<file path="src/rtl/pulse_timing_gen.sv">
// Radar pulse-repetition timing generator: sequences TX, guard (blanking) and RX windows
// over a burst of pulses, stepping once per rising edge of the divided tick input.
module pulse_timing_gen #(
  parameter int unsigned TX_TICKS    = 8,
  parameter int unsigned GUARD_TICKS = 2,
  parameter int unsigned RX_TICKS    = 100
) (
  input  logic        clk,
  input  logic        rst,
  input  logic        tick_in,
  input  logic        start,
  input  logic        stop,
  input  logic [15:0] num_pulses,
  output logic        tx_gate,
  output logic        blank,
  output logic        rx_gate,
  output logic        sample_en,
  output logic        busy,
  output logic        done,
  output logic [15:0] pulse_cnt
);

  typedef enum logic [2:0] {
    ST_IDLE  = 3'd0,
    ST_ARM   = 3'd1,
    ST_TX    = 3'd2,
    ST_GUARD = 3'd3,
    ST_RX    = 3'd4
  } state_e;

  localparam logic [15:0] TX_LAST    = 16'(TX_TICKS - 32'd1);
  localparam logic [15:0] GUARD_LAST = 16'(GUARD_TICKS - 32'd1);
  localparam logic [15:0] RX_LAST    = 16'(RX_TICKS - 32'd1);

  state_e      state_q, state_d;
  logic        tick_q;
  logic [15:0] phase_q, phase_d;
  logic [15:0] pulse_cnt_q, pulse_cnt_d;
  logic [15:0] num_q, num_d;
  logic        tx_gate_q, tx_gate_d;
  logic        blank_q, blank_d;
  logic        rx_gate_q, rx_gate_d;
  logic        sample_en_q, sample_en_d;
  logic        busy_q, busy_d;
  logic        done_q, done_d;
  logic        tick_s;
  logic [15:0] pulse_inc_s;

  assign tick_s      = tick_in & ~tick_q;
  assign pulse_inc_s = pulse_cnt_q + 16'd1;

  // Next-state, counter and output decode; stop outranks any tick outside IDLE
  always_comb begin
    state_d     = state_q;
    phase_d     = phase_q;
    pulse_cnt_d = pulse_cnt_q;
    num_d       = num_q;
    sample_en_d = 1'b0;
    done_d      = 1'b0;
    case (state_q)
      ST_IDLE: begin
        if (start && !stop) begin
          state_d     = ST_ARM;
          num_d       = num_pulses;
          pulse_cnt_d = 16'd0;
          phase_d     = 16'd0;
        end else begin
          state_d = ST_IDLE;
        end
      end
      ST_ARM: begin
        if (stop) begin
          state_d = ST_IDLE;
          phase_d = 16'd0;
        end else if (tick_s) begin
          state_d = ST_TX;
          phase_d = 16'd0;
        end else begin
          state_d = ST_ARM;
        end
      end
      ST_TX: begin
        if (stop) begin
          state_d = ST_IDLE;
          phase_d = 16'd0;
        end else if (tick_s) begin
          if (phase_q == TX_LAST) begin
            state_d = ST_GUARD;
            phase_d = 16'd0;
          end else begin
            phase_d = phase_q + 16'd1;
          end
        end else begin
          state_d = ST_TX;
        end
      end
      ST_GUARD: begin
        if (stop) begin
          state_d = ST_IDLE;
          phase_d = 16'd0;
        end else if (tick_s) begin
          if (phase_q == GUARD_LAST) begin
            state_d = ST_RX;
            phase_d = 16'd0;
          end else begin
            phase_d = phase_q + 16'd1;
          end
        end else begin
          state_d = ST_GUARD;
        end
      end
      ST_RX: begin
        if (stop) begin
          state_d = ST_IDLE;
          phase_d = 16'd0;
        end else if (tick_s) begin
          sample_en_d = 1'b1;
          if (phase_q == RX_LAST) begin
            phase_d     = 16'd0;
            pulse_cnt_d = pulse_inc_s;
            // A zero burst length means run until stopped
            if ((num_q != 16'd0) && (pulse_inc_s == num_q)) begin
              state_d = ST_IDLE;
              done_d  = 1'b1;
            end else begin
              state_d = ST_TX;
            end
          end else begin
            phase_d = phase_q + 16'd1;
          end
        end else begin
          state_d = ST_RX;
        end
      end
      default: begin
        state_d = ST_IDLE;
        phase_d = 16'd0;
      end
    endcase
    tx_gate_d = (state_d == ST_TX);
    blank_d   = (state_d == ST_TX) || (state_d == ST_GUARD);
    rx_gate_d = (state_d == ST_RX);
    busy_d    = (state_d != ST_IDLE);
  end

  // State, counters and registered outputs
  always_ff @(posedge clk) begin
    if (!rst) begin
      state_q     <= ST_IDLE;
      tick_q      <= 1'b0;
      phase_q     <= 16'd0;
      pulse_cnt_q <= 16'd0;
      num_q       <= 16'd0;
      tx_gate_q   <= 1'b0;
      blank_q     <= 1'b0;
      rx_gate_q   <= 1'b0;
      sample_en_q <= 1'b0;
      busy_q      <= 1'b0;
      done_q      <= 1'b0;
    end else begin
      state_q     <= state_d;
      tick_q      <= tick_in;
      phase_q     <= phase_d;
      pulse_cnt_q <= pulse_cnt_d;
      num_q       <= num_d;
      tx_gate_q   <= tx_gate_d;
      blank_q     <= blank_d;
      rx_gate_q   <= rx_gate_d;
      sample_en_q <= sample_en_d;
      busy_q      <= busy_d;
      done_q      <= done_d;
    end
  end

  assign tx_gate   = tx_gate_q;
  assign blank     = blank_q;
  assign rx_gate   = rx_gate_q;
  assign sample_en = sample_en_q;
  assign busy      = busy_q;
  assign done      = done_q;
  assign pulse_cnt = pulse_cnt_q;

endmodule
</file>
<file path="config.mk">
export PLATFORM = sky130hd
export DESIGN_NAME = pulse_timing_gen
export DESIGN_NICKNAME = d
export VERILOG_FILES = /design/src/rtl/pulse_timing_gen.sv
export SDC_FILE = /design/constraint.sdc
export NUM_CORES = 1
export LEC_CHECK = 0
export ABC_AREA = 1
export BUFFER_PORTS_ARGS = -buffer_cell sky130_fd_sc_hd__buf_2
export CORE_MARGIN = 2
export CORE_UTILIZATION = 55
export CTS_CLUSTER_SIZE = 16
export DETAILED_ROUTE_END_ITERATION = 8
export PLACE_DENSITY = 0.81
export SLEW_MARGIN = 0
export SYNTH_ARGS = -nofsm -noshare
export SYNTH_HDL_FRONTEND = slang
export SYNTH_SLANG_ARGS = --single-unit
</file>
<file path="constraint.sdc">
create_clock -name clk -period 5.1 [get_ports clk]
set_input_delay 0 -clock clk [delete_from_list [all_inputs] [get_ports clk]]
set_output_delay 0 -clock clk [all_outputs]
set_load 0.05 [all_outputs]
</file>
==> results of run 1 <==
==> layout make-up <==
type,instances,share of cell area
well taps,75,0.0236
repair buffers,59,0.0955
clock inverters,4,0.0182
multi-input cells,367,0.462
clock buffers,12,0.0415
flip-flops and latches,58,0.292
inverters,72,0.0679
==> registers in the layout (all words and copies together) (netlist names) <==
name	cells
busy	1
pulse_cnt	16
rx_gate	1
tick_q	1
done	1
sample_en	1
tx_gate	1
num_q	16
blank	1
state_q	3
phase_q	16
==> repair_timing <==
item,in CTS,in global routing
gates resized for setup,0,0
hold endpoints to repair,17,0
hold buffers,17,0
==> power by group through the flow <==
stage	clock network (mW)	registers [mW]	logic, mW
after global routing	0.537	0.472	0.114
final	0.512	0.471	0.103
after CTS	0.515	0.471	0.101
after global placement	0	0.480	0.0886
after detailed placement	0	0.481	0.0908
after floorplan	0	0.482	0.0629
==> worst max-delay path: cells and delay by family, from the launching register on <==
family,cells,cell delay [ps]
flip-flops,1,340
buffers and inverters,2,780
AND/OR/NAND/NOR,6,1060
AO/OA/AOI/OAI,1,180
==> synthesized netlist by cell type, drive strengths merged <==
cell    instances
nand2         112
nor2           87
inv            71
dfxtp          58
nand3          47
o21ai          30
a21oi          25
nand4          17
a22oi           8
nor3            8
a211oi          5
buf             5
clkbuf          4
xnor2           4
xor2            4
a32oi           3
ha              3
nand3b          3
nor4            3
a31oi           1
clkinv          1
nor3b           1
o211ai          1
o21a            1
o21bai          1
o311ai          1
xnor3           1
xor3            1
==> per-layer routing <==
metal,up-vias,GRT usage
li1,1792,-
met1,1676,0.341
met2,185,0.480
met3,38,0.0593
met4,0,0.167
met5,-,0
==> path summary, 6_finish.rpt <==
check | startpoint | endpoint | slack (ps) | cells past startpoint
setup / recovery | state_q[0] | pulse_cnt[5] | 2650 | 9
hold / removal | stop | num_q[2] | 70 | 4
setup reg to reg | state_q[0] | pulse_cnt[5] | 2650 | 9
hold reg to reg | num_q[4] | num_q[4] | 500 | 2
==> kinds of logic (layout without fill, tap and decap cells) <==
group                    count (synthesis)  count (layout)  synth area share
AND/OR/NAND/NOR                        278             278             0.374
flip-flops                              58              58             0.351
adder cells (fa/ha/maj)                  3               3            0.0113
buffers and inverters                   81             147            0.0937
XOR/XNOR                                10              10            0.0386
AO/OA/AOI/OAI                           76              76             0.132
==> through the flow <==
step	power (mW)	setup slack (ps)	util
6_report	1.09	2650	0.677
5_1_grt	1.12	2330	0.677
4_1_cts	1.09	2670	0.677
3_5_place_dp	0.572	2690	0.607
3_3_place_gp	0.569	2890	0.607
2_1_floorplan	0.545	2920	-
==> impl_metrics.json, run 1 <==
{
  "status": "complete, no violations",
  "grt_pass1_vias": 3290,
  "areaGrowthSynthToFinish_pct": 20.3,
  "cap_viol_max_count": 0,
  "crit_slowest_cell": "inv_1",
  "stdcell_area_um2": 3980,
  "portBuffers": 42,
  "mostFrequentLayoutCell": "nand2_1",
  "synthTopCellsByArea": "dfxtp_1 (35%), nand2_1 (12%), nor2_1 (9.0%), inv_1 (7.7%), nand3_1 (6.8%)",
  "grt_antenna_before_repair": 0,
  "fillCellCount": 502,
  "cp.arrival_ps": 2720,
  "start_util": 0.562,
  "drc": 0,
  "period_share": 0.480,
  "cts_tree": "done",
  "top_layer": "met4",
  "setup_viol": 0,
  "cts_buffer_depth": 2,
  "fmax_mhz": 409,
  "seq_area_um2": 1160,
  "clockPowerShare": 0.472,
  "hold_viol": 0,
  "synth_cell_type_count": 38,
  "multi_input_area_um2": 1840,
  "yosysWarnings": 0,
  "met2_length_mm": 4.24,
  "routed_wl_mm": 8.99,
  "avgViaCountPerCell": 5.70,
  "path_class": "reg -> reg",
  "power.switching_mw": 0.268,
  "row_count": 28,
  "syn_area_um2": 3310,
  "clkTransAtPathRegs_ps": 70,
  "crit_path_start_kind": "flop",
  "seq_power_share": 0.434,
  "dr.pass1.iters": 5,
  "period_minus_slack_ps": 2450,
  "crit_fanout": 30,
  "rsz0062_at_grt": "false",
  "nNetsFinal": 591,
  "internal-power_mw": 0.817,
  "min-delay-path-class": "in -> reg",
  "grt_pass1_wl_mm": 14.6,
  "die_h_um": 81.6,
  "ant_nets": 0,
  "n_antenna_cell": 0,
  "wl_met3_um": 686,
  "cts_root_buf": "clkbuf_8",
  "max_stage_delay_ps": 410,
  "insertion_delay_ps": 360,
  "num_io_pins": 43,
  "power_density_nw_per_um2": 273,
  "overflow": 0,
  "cts_setup_buffers": 0,
  "synth_cells": 506,
  "netSwitchingFraction": 0.247,
  "crit_chain": "nor2_1 > nand2_1 > nor3_2 > inv_1 > nand2_1 > nand3_1 > inv_1 > a32oi_1 > nor2_1",
  "grt_max_degree": 31,
  "slew_headroom": 0.501,
  "peakVddDrop_v": 0.000198,
  "end_kind": "flop",
  "synth_top_area_cell": "dfxtp_1",
  "hold_slack_ps": 73.7,
  "ys_seq_elements": 58,
  "initialDrtViolationCount": 245,
  "wl_per_cell_um": 13.9,
  "p_leak_nw": 1.74,
  "core_area_um2": 5890,
  "cts_max_level": 3,
  "m1WireLength_mm": 3.72,
  "ys_seq_area_frac": 0.351,
  "die_w_um": 81.6,
  "dp_hpwl_mm": 6.45,
  "drv_slew": 0,
  "final_cell_mix": "nand2_1 (108), nor2_1 (79), inv_1 (68), dfxtp_1 (58), nand3_1 (45)",
  "synth_top_area_share": 0.351,
  "cp.required_ps": 5380,
  "instances_no_fill": 647,
  "post-place-cells": 614,
  "placed_area_um2": 3570,
  "gp_congestion": 0.921,
  "die_area_um2": 6660,
  "fin_skew_ps": 7.23,
  "cts.sinks": 58,
  "finalSetupTns_ps": 0,
  "avgSynthCellArea_um2": 6.54,
  "track_usage": 0.287,
  "vias": 3691,
  "cts_buffers": 9,
  "drive_gt1_frac": 0.136,
  "worstMarginPinSlew_ps": 748,
  "pwr-share-comb": 0.095,
  "synth_fp_nets": 530
}
No activity file was read; power rests on OpenSTA's default activity.
==> run 2, diff against run 1 <==
Clock period 5.1 ns to 2.5 ns, I/O delays scaled along.
==> run 2 against run 1 <==
Against the previous run: flip-flop and latch count unchanged; via count down 2.6%; first-iteration DRC count up 11%; routed wire length down 0.83%; critical endpoint is now tx_gate; largest cell class unchanged.
==> impl_metrics.json, run 2 (synthesized netlist as in run 1, its figures left out) <==
{
  "track_usage": 0.278,
  "setup_viol": 0,
  "die_h_um": 81.6,
  "gp_congestion": 0.995,
  "cp.arrival_ps": 2360,
  "cap_viol_max_count": 0,
  "ant_nets": 0,
  "end_kind": "flop",
  "avgViaCountPerCell": 5.52,
  "initialDrtViolationCount": 271,
  "fin_skew_ps": 7.40,
  "multi_input_area_um2": 1840,
  "die_w_um": 81.6,
  "cts_root_buf": "clkbuf_8",
  "wl_per_cell_um": 13.7,
  "fillCellCount": 532,
  "row_count": 28,
  "drc": 0,
  "vias": 3596,
  "n_antenna_cell": 0,
  "clkTransAtPathRegs_ps": 70,
  "num_io_pins": 43,
  "start_util": 0.562,
  "placed_area_um2": 3610,
  "insertion_delay_ps": 350,
  "mostFrequentLayoutCell": "nand2_1",
  "slew_headroom": 0.575,
  "min-delay-path-class": "in -> reg",
  "areaGrowthSynthToFinish_pct": 20.4,
  "nNetsFinal": 596,
  "crit_path_start_kind": "flop",
  "rsz0062_at_grt": "false",
  "path_class": "reg -> reg",
  "dr.pass1.iters": 5,
  "seq_area_um2": 1160,
  "die_area_um2": 6660,
  "cp.required_ps": 2710,
  "finalSetupTns_ps": 0,
  "final_cell_mix": "nand2_1 (108), nor2_1 (79), inv_1 (68), dfxtp_1 (58), nand3_1 (45)",
  "cts.sinks": 58,
  "cts_buffer_depth": 2,
  "hold_viol": 0,
  "crit_fanout": 7,
  "period_share": 0.856,
  "period_minus_slack_ps": 2140,
  "portBuffers": 42,
  "core_area_um2": 5890,
  "fmax_mhz": 467,
  "overflow": 0,
  "status": "complete, no violations",
  "routed_wl_mm": 8.91,
  "dp_hpwl_mm": 6.29,
  "cts_resized": 0,
  "cts_buffers": 9,
  "cts_max_level": 3,
  "drv_slew": 0,
  "peakVddDrop_v": 0.000406,
  "grt_pass1_vias": 3233,
  "grt_max_degree": 30,
  "worstMarginPinSlew_ps": 635,
  "grt_pass1_wl_mm": 14.3,
  "p_leak_nw": 1.74,
  "drive_gt1_frac": 0.142,
  "cts_tree": "done",
  "power_density_nw_per_um2": 523,
  "grt_antenna_before_repair": 0,
  "stdcell_area_um2": 3990
}
run 2: cell count changes in the layout (fill, tap and decap cells not counted), sizes merged:
cell      change
bufinv        -1
buf           +5
clkinvlp      +1
run 2: power breakdown:
group          internal, mW  total (mW)  switching, mW
Sequential            0.946       0.963         0.0162
Clock                 0.513       0.905          0.392
Combinational        0.0856       0.217          0.131
run 2: layout make-up:
class / instances / share of cell area
Clock buffer: 12 / 0.0389
Sequential cell: 58 / 0.291
Inverter: 72 / 0.0678
Timing Repair Buffer: 64 / 0.105
Multi-Input combinational cell: 367 / 0.461
Tap cell: 75 / 0.0235
Clock inverter: 4 / 0.0126
run 2: path summary, 6_finish.rpt:
path                              startpoint          end  slack [ps]  depth (start not counted)
worst max-delay path            pulse_cnt[0]      tx_gate         360                         14
worst min-delay path                     rst       tick_q         100                          3
worst max register to register  pulse_cnt[0]      tx_gate         360                         14
worst min register to register   phase_q[12]  phase_q[12]         470                          2
run 2: critical path, stage by stage (launching register included):
cell     delay [ps]
dfxtp_1         410
ha_1            210
nand2_1          90
nor2_2          270
nand4_1         220
nand2_1         150
nand2_1          60
nand2_1         100
nand2_1          60
nor2_1           90
nand3_1          90
nand2_1          70
nand2_1          50
nand2_2          90
nor2_1           50
run 2: what timing repair did:
item                                    4_1_cts  5_1_grt
hold buffers                                 17        0
hold endpoints to repair                     17        0
endpoints found under the setup margin        0        0
buffers inserted                              0        0
run 2: stage by stage:
step	worst slack [ps]	cells	util	hold WS [ps]	power, mW
after floorplan	322	506	-	93.5	1.11
after global placement	486	619	0.614	197	1.17
after detailed placement	407	619	0.614	198	1.17
after CTS	393	652	0.678	100	2.09
after global routing	159	652	0.678	150	2.15
final	360	652	0.678	104	2.08
run 2: routing by layer:
metal,part of all wire,global-route usage,routed length [µm]
met1,0.42,0.328,3730
met4,0.031,0.132,280
met3,0.072,0.0549,643
met5,0,0,0
met2,0.48,0.485,4260
==> run 3, diff against run 2 <==
Settings changed: CORE_MARGIN 2 to 5, HOLD_SLACK_MARGIN set to 0.05, PLACE_DENSITY 0.81 to not set, PLACE_DENSITY_LB_ADDON set to 0.1.
==> run 3 against run 2 <==
Against the previous run: register-to-register slack got worse by 30 ps; sequential share of layout area is 0.31 points higher; sequential power barely moved; cell count shrank 0.31%; flip-flop and latch count is the same; clock power decreased by 14%; via count shrank 3.6%; clock skew increased by 0.97 ps; global-route usage is 3.3 points lower; cell area shrank 1.1%; total power is 6.0% lower; first-iteration DRC count is 29% lower; critical path type unchanged; critical endpoint is now done; largest power group unchanged.
==> impl_metrics.json, run 3 (synthesized netlist as in run 1, its figures left out) <==
{
  "mostFrequentLayoutCell": "nand2_1",
  "grt_max_degree": 30,
  "crit_path_start_kind": "flop",
  "cp.arrival_ps": 2450,
  "dr.pass1.iters": 5,
  "cts_buffers": 9,
  "crit_fanout": 7,
  "setup_viol": 0,
  "die_w_um": 87.6,
  "cp-endpoint": "done",
  "cap_viol_max_count": 0,
  "critPathLaunch": "pulse_cnt[0]",
  "wl_per_cell_um": 13.7,
  "core_area_um2": 5890,
  "drc": 0,
  "regToRegEndpoint": "done",
  "reg2reg_depth": 11,
  "grt_pass1_vias": 3270,
  "cts_buffer_depth": 2,
  "status": "complete, no violations",
  "routed_wl_mm": 8.89,
  "portBuffers": 42,
  "cp.required_ps": 2780,
  "cts_tree": "done",
  "clkTransAtPathRegs_ps": 70,
  "post-place-cells": 618,
  "drv_slew": 0,
  "total_power_mw": 1.96,
  "peakVddDrop_v": 0.000277,
  "final_cell_mix": "nand2_1 (108), nor2_1 (79), inv_1 (68), dfxtp_1 (58), nand3_1 (45)",
  "num_io_pins": 43,
  "path_class": "reg -> reg",
  "min-delay-path-class": "in -> reg",
  "track_usage": 0.245,
  "avgViaCountPerCell": 5.33,
  "dp_hpwl_mm": 6.39,
  "period_minus_slack_ps": 2170,
  "power_density_nw_per_um2": 497,
  "drive_gt1_frac": 0.139,
  "cts.sinks": 58,
  "finalSetupTns_ps": 0,
  "vias": 3467,
  "initialDrtViolationCount": 193,
  "cts_setup_buffers": 0,
  "r2r_setup_slack_ps": 330,
  "cts_max_level": 3,
  "fin_skew_ps": 8.37,
  "rsz0062_at_grt": "false",
  "grt_pass1_wl_mm": 14.8,
  "slew_headroom": 0.586,
  "worstMarginPinSlew_ps": 620,
  "hold_viol": 0,
  "end_kind": "flop",
  "regToRegStartpoint": "pulse_cnt[0]",
  "row_count": 28,
  "ant_nets": 0,
  "start_util": 0.562,
  "gp_congestion": 0.901,
  "instances_no_fill": 650,
  "n_antenna_cell": 0,
  "die_h_um": 87.6,
  "cts_root_buf": "clkbuf_8",
  "overflow": 0,
  "period_share": 0.867,
  "insertion_delay_ps": 350,
  "fmax_mhz": 461,
  "die_area_um2": 7670,
  "p_leak_nw": 1.73,
  "nNetsFinal": 595,
  "areaGrowthSynthToFinish_pct": 19.2,
  "grt_antenna_before_repair": 0
}
run 3: cell types whose count changed in the layout (fill, tap and decap cells not counted), sizes merged:
cell and delta:
bufinv -1, buf -1, clkinv +2, clkinvlp -2
run 3: area by class of cell:
| cell class | instances | area, µm² |
|---|---|---|
| Multi-Input combinational cell | 367 | 1840 |
| Tap cell | 75 | 93.8 |
| Timing Repair Buffer | 63 | 410 |
| Fill cell | 571 | 1940 |
| Inverter | 72 | 270 |
| Clock buffer | 12 | 155 |
| Clock inverter | 3 | 15.0 |
| Sequential cell | 58 | 1160 |
run 3: report_power, final:
part / leakage [nW] / internal (mW) / switching, mW
registers: 0.471 / 0.947 / 0.0140
logic: 1.17 / 0.0846 / 0.133
clock network: 0.0920 / 0.403 / 0.378
total: 1.73 / 1.43 / 0.525
run 3: metal layers:
metal  part of all wire  track usage  up-vias
li1                   -            -     1789
met4              0.022        0.105        0
met1               0.43        0.295     1560
met3              0.047       0.0423       20
met2               0.50        0.430       98
met5                  0            0        -
run 3: worst min-delay path by stage:
stage / startpoint / end / slack, ps / cells after the start
floorplan: tick_in / tick_q / 90 / 2
global placement: tick_in / tick_q / 200 / 3
detailed placement: tick_in / tick_q / 200 / 3
CTS: rst / tick_q / 90 / 3
global route: rst / tick_q / 110 / 3
finish: stop / num_q[0] / 100 / 4
run 3: critical path, stage by stage (launching register included):
cell	delay, ps
dfxtp_1	420
ha_1	220
nand2_1	90
nor2_2	280
nand4_1	170
nand2_1	130
nand2_1	50
nand2_1	80
inv_1	40
nor4_1	360
nand3b_1	160
nor2_1	100
run 3: what timing repair did:
action | in CTS | in global routing
hold buffers | 17 | 0
resized for setup | 0 | 0
hold endpoints to repair | 17 | 0
run 3: through the flow:
step                      instance area (µm²)  hold WS [ps]  setup slack, ps   util
after global placement                   3600           196              347  0.612
final                                    3950          96.2              332  0.670
after detailed placement                 3600           204              348  0.612
after floorplan                          3310          93.5              322      -
after CTS                                3950          87.6              337  0.670
after global routing                     3950           111             57.3  0.670
